===== config.mk =====
export PLATFORM = sky130hd
export DESIGN_NAME = instruction_fetch
export DESIGN_NICKNAME = d
export VERILOG_FILES = /design/src/rtl/instruction_fetch.sv
export SDC_FILE = /design/constraint.sdc
export NUM_CORES = 1
export LEC_CHECK = 0
export CORE_MARGIN = 2
export CORE_UTILIZATION = 48
export CTS_CLUSTER_DIAMETER = 40
export DETAILED_ROUTE_END_ITERATION = 10
export PLACE_DENSITY = 0.84
export SYNTH_ARGS = -nofsm -noshare
export SYNTH_HDL_FRONTEND = slang
export SYNTH_SLANG_ARGS = --single-unit

===== constraint.sdc =====
create_clock -name clock -period 4.7 [get_ports clock]
set_input_delay 0.47 -clock clock [delete_from_list [all_inputs] [get_ports clock]]
set_output_delay 0.47 -clock clock [all_outputs]
set_load 0.05 [all_outputs]

===== src/rtl/instruction_fetch.sv =====
// Instruction fetch unit: requests one instruction word at a time from memory,
// holds it for the decoder, and sequences the PC on advance (sequential or branch).
module instruction_fetch #(
  parameter int                  DATA_WIDTH        = 32,
  parameter int                  INSTRUCTION_WIDTH = 16,
  parameter logic [DATA_WIDTH-1:0] RESET_VECTOR    = '0,
  parameter int                  TIMEOUT_CYCLES    = 255
) (
  input  logic                         clock,
  input  logic                         reset,
  input  logic                         enable,
  input  logic                         advance,
  input  logic                         should_take_branch,
  input  logic [DATA_WIDTH-1:0]        branch_target,
  input  logic [INSTRUCTION_WIDTH-1:0] mem_data,
  input  logic                         mem_ready,
  output logic                         mem_read,
  output logic [DATA_WIDTH-1:0]        mem_address,
  output logic [INSTRUCTION_WIDTH-1:0] Instruction,
  output logic                         instruction_valid,
  output logic [DATA_WIDTH-1:0]        pc,
  output logic [DATA_WIDTH-1:0]        pc_next_seq,
  output logic                         fetch_error
);

  localparam int CNT_W = (TIMEOUT_CYCLES < 1) ? 1 : $clog2(TIMEOUT_CYCLES + 1);
  localparam logic [CNT_W-1:0] TIMEOUT = CNT_W'(TIMEOUT_CYCLES);

  typedef enum logic [1:0] {
    IDLE,
    REQUEST,
    WAIT,
    HOLD
  } state_t;

  state_t                       state_q, state_d;
  logic [DATA_WIDTH-1:0]        pc_q, pc_d;
  logic [INSTRUCTION_WIDTH-1:0] instr_q, instr_d;
  logic                         valid_q, valid_d;
  logic                         error_q, error_d;
  logic [CNT_W-1:0]             cnt_q, cnt_d;

  always_ff @(posedge clock or negedge reset) begin
    if (!reset) begin
      state_q <= IDLE;
      pc_q    <= RESET_VECTOR;
      instr_q <= '0;
      valid_q <= 1'b0;
      error_q <= 1'b0;
      cnt_q   <= '0;
    end else begin
      state_q <= state_d;
      pc_q    <= pc_d;
      instr_q <= instr_d;
      valid_q <= valid_d;
      error_q <= error_d;
      cnt_q   <= cnt_d;
    end
  end

  always_comb begin
    state_d  = state_q;
    pc_d     = pc_q;
    instr_d  = instr_q;
    valid_d  = valid_q;
    error_d  = error_q;
    cnt_d    = cnt_q;
    mem_read = 1'b0;

    case (state_q)
      IDLE: begin
        state_d = REQUEST;
      end

      REQUEST: begin
        mem_read = 1'b1;
        cnt_d    = '0;
        state_d  = WAIT;
      end

      WAIT: begin
        mem_read = 1'b1;
        if (mem_ready) begin
          instr_d = mem_data;
          valid_d = 1'b1;
          state_d = HOLD;
        end else begin
          // Counter saturates at the timeout; the error flag is sticky until reset.
          if (cnt_q != TIMEOUT) begin
            cnt_d = cnt_q + 1'b1;
          end
          if (cnt_d == TIMEOUT) begin
            error_d = 1'b1;
          end
        end
      end

      HOLD: begin
        if (enable && advance) begin
          pc_d    = should_take_branch ? branch_target : pc_q + 1'b1;
          valid_d = 1'b0;
          state_d = REQUEST;
        end
      end

      default: begin
        state_d = IDLE;
      end
    endcase
  end

  assign mem_address       = pc_q;
  assign pc                = pc_q;
  assign pc_next_seq       = pc_q + 1'b1;
  assign Instruction       = instr_q;
  assign instruction_valid = valid_q;
  assign fetch_error       = error_q;

endmodule


==> impl_results.md <==
* Longest Clk Path Bufs at 2
* Tcrit/Tclk final at 79.5%
* Pwr/cell area at 760 mW/mm²
* Avg Vias per Cell at 5.93
* Fin crit period at 3.74 ns
* Number of clock sinks at 60
* Std-Cell Core Area at 0.00872 mm²
* Mapped Area at approximately 0.0043 mm²
* Startpoint types: flip-flop
* Status: completed
* Total Power at 4570 µW
* Die height at 99.1 µm
* Most common cell after layout, fill and taps aside: clkdlybuf4s50_1
* FP Rows at 34
* Adder-Cell Fraction of Synth Area at under 10%
* Vias in the first global route at roughly 4000
* Antenna viol nets, final at 0
* Syn nets at 566
* Setup TNS Final at 0 ns
* Register area share after synthesis at 34.6%
* Port bufs at about 170
* Netlist cell types at 57
* Synth Area in XOR/XNOR at 5.65%
* Setup WS pre-CTS at 1.40 ns
* Detailed placement HPWL at around 9000 µm
* Syn_area_per_cell at 8.57 µm²
* Unrepaired setup endpoints after global routing: false
* Setup Viol. Count Final at 0
* Initial core utilization at around 50%
* Worst-path clk slew at approximately 0.08 ns
* F_max at between 200 and 300 MHz
* Total track usage at 26.0%
* H-Tree Depth at 3
* Worst Setup Path Type: reg2out
* Most used DFF post-synth: dfrtp_1
* Leak pwr at 0.00231 µW
* Post-CTS sizing at 0
* Most frequent cells in the layout: clkdlybuf4s50_1 (166), dfrtp_1 (60), nand2_1 (44)
* Max-cap violations at 0
* Setup slack after layout at 0.963 ns
* Clock Skews at a little under 0.01 ns
* #FFs+latches synth at 60
* Reg2Reg Depth at 6
* Post-synthesis mux area share at around 5.8%
* Compound-Gate Fraction of Synth Area at 15.7%
* Worst vdd ir at 0.674 mV
* Root Driver: clkbuf_8
* Ratio of cells with drive above 1 in the final layout at ~7.9%
* CP endpoint kind: primary output
* Antenna cell count at 0
* Max-slew violations at 0
* Drt initial violations at 287
* Vias after detailed routing at 4330
* Worst EP arrival at 3.27 ns
* # nets final at 677
* Post-CTS setup repair buffer count at 0
* Worst-Skew Late Latency at 0.35 ns
* Die area at 0.00981 mm²
* Post-Synthesis Cells at 506
* Required time of the critical path at around 4.2 ns
* Routability cong. at 0.862
* Largest net degree at the start of global routing at between 60 and 70
* CTS Buf Count at 9
* Largest family of logic cells by synthesized area: simple AND/OR/NAND/NOR gates
* CTS tree: done
* Die span in x at 99.1 µm
* Crit Path Max Fanout at 9
* Worst Hold Class: in2async
* WL final at 12700 µm
* Antenna violations before repair at 0
* Simple-gate share of the synthesized area at roughly a quarter
* Slew headroom at 28.2%
* Drt first pass iters at 6
* Number of flops mapped to enable cells by yosys at 0
* Yosys Warn Count at 0
* Number of placed I/O pins at 169
* Final Hold Fails at 0
* Slew @ Worst Pin at 1.08 ns
* Grt total ovfl at 0
* Wire per inst at between 15 and 20 µm
* Async set-reset flop share out of synthesis at 100%
* CTS Hold Bufs at 0
* # DRC at 0
* P&R area growth vs syn at 38.7%
* First-pass GRT wire length at 20800 µm
-- flip-flops by register name, summed over array words and instances, names as in the netlist --
signal	flops
fetch_error	1
state_q	2
Instruction	16
cnt_q	8
instruction_valid	1
mem_address	32
-- final timing paths --
kind / end / from / slack (ns)
worst min-delay path: instruction_valid / reset / 0.27
worst max register to register: mem_address[31] / state_q[0] / 2.25
min in group clock: Instruction[14] / Instruction[14] / 0.51
worst max-delay path: pc_next_seq[18] / mem_address[0] / 0.96
max in group asynchronous: mem_address[13] / reset / 3.88
worst min register to register: Instruction[14] / Instruction[14] / 0.51
-- power by group --
part / internal [µW] / switching (µW)
Combinational: 988 / 1960
Sequential: 702 / 332
Clock: 356 / 237
-- worst max-delay path, stage by stage (launching register included) --
cell,delay [ns]
dfrtp_1,0.51
ha_1,0.36
nand3_1,0.18
nor4_1,0.62
nand2b_1,0.20
xnor2_1,0.21
clkdlybuf4s50_1,0.84
-- routing by layer --
| metal | GRT usage, % | share of wire (%) |
|---|---|---|
| met1 | 33.9 | 40 |
| met2 | 42.7 | 49 |
| met3 | 5.60 | 9.3 |
| met4 | 9.59 | 2.3 |
| met5 | 0 | 0 |
-- final cells by class --
| cell class | count | area [µm²] |
|---|---|---|
| multi-input cells | 363 | 2390 |
| fillers | 699 | 2700 |
| flip-flops and latches | 60 | 1500 |
| clock buffers | 9 | 124 |
| repair buffers | 172 | 1700 |
| well taps | 108 | 135 |
| inverters | 11 | 41.3 |
| clock inverters | 7 | 124 |
-- through the flow --
stage / util (%) / cells / instance area [µm²] / hold slack, ns
final: 69.0 / 730 / 6020 / 0.272
after global routing: 69.0 / 730 / 6020 / 0.334
after CTS: 69.0 / 730 / 6020 / 0.309
after detailed placement: 66.2 / 714 / 5770 / 0.494
after global placement: 66.2 / 714 / 5770 / 0.486
after floorplan: - / 506 / 4340 / 0.174
-- cells by family (layout without fill, tap and decap cells) --
logic type | count (synthesis) | in the layout
AND/OR/NAND/NOR | 204 | 204
AO/OA/AOI/OAI | 102 | 102
buffers and inverters | 83 | 199
flip-flops | 60 | 60
XOR/XNOR | 28 | 28
multiplexers | 23 | 23
adder cells (fa/ha/maj) | 6 | 6
-- synth_stat cells (5+ instances only) --
library cell / count / area, µm²
o211ai_1: 7 / 52.6
inv_1: 11 / 41.3
mux2_2: 16 / 180
nand3_1: 29 / 145
ha_1: 6 / 75.1
and3_1: 19 / 119
a21oi_1: 27 / 135
o311ai_0: 6 / 52.6
dfrtp_1: 60 / 1500
mux2i_1: 7 / 70.1
clkbuf_1: 27 / 101
nor4_1: 14 / 87.6
xor2_1: 11 / 96.3
nand4_1: 17 / 106
nor2_1: 13 / 48.8
o21ai_0: 21 / 105
or3_1: 13 / 81.3
buf_2: 8 / 40.0
xnor2_1: 17 / 149
nor3_1: 19 / 95.1
nand2_1: 44 / 165
buf_4: 33 / 248
o21a_1: 5 / 37.5
and4_1: 6 / 52.6
Power figures use the tool's default switching activity.
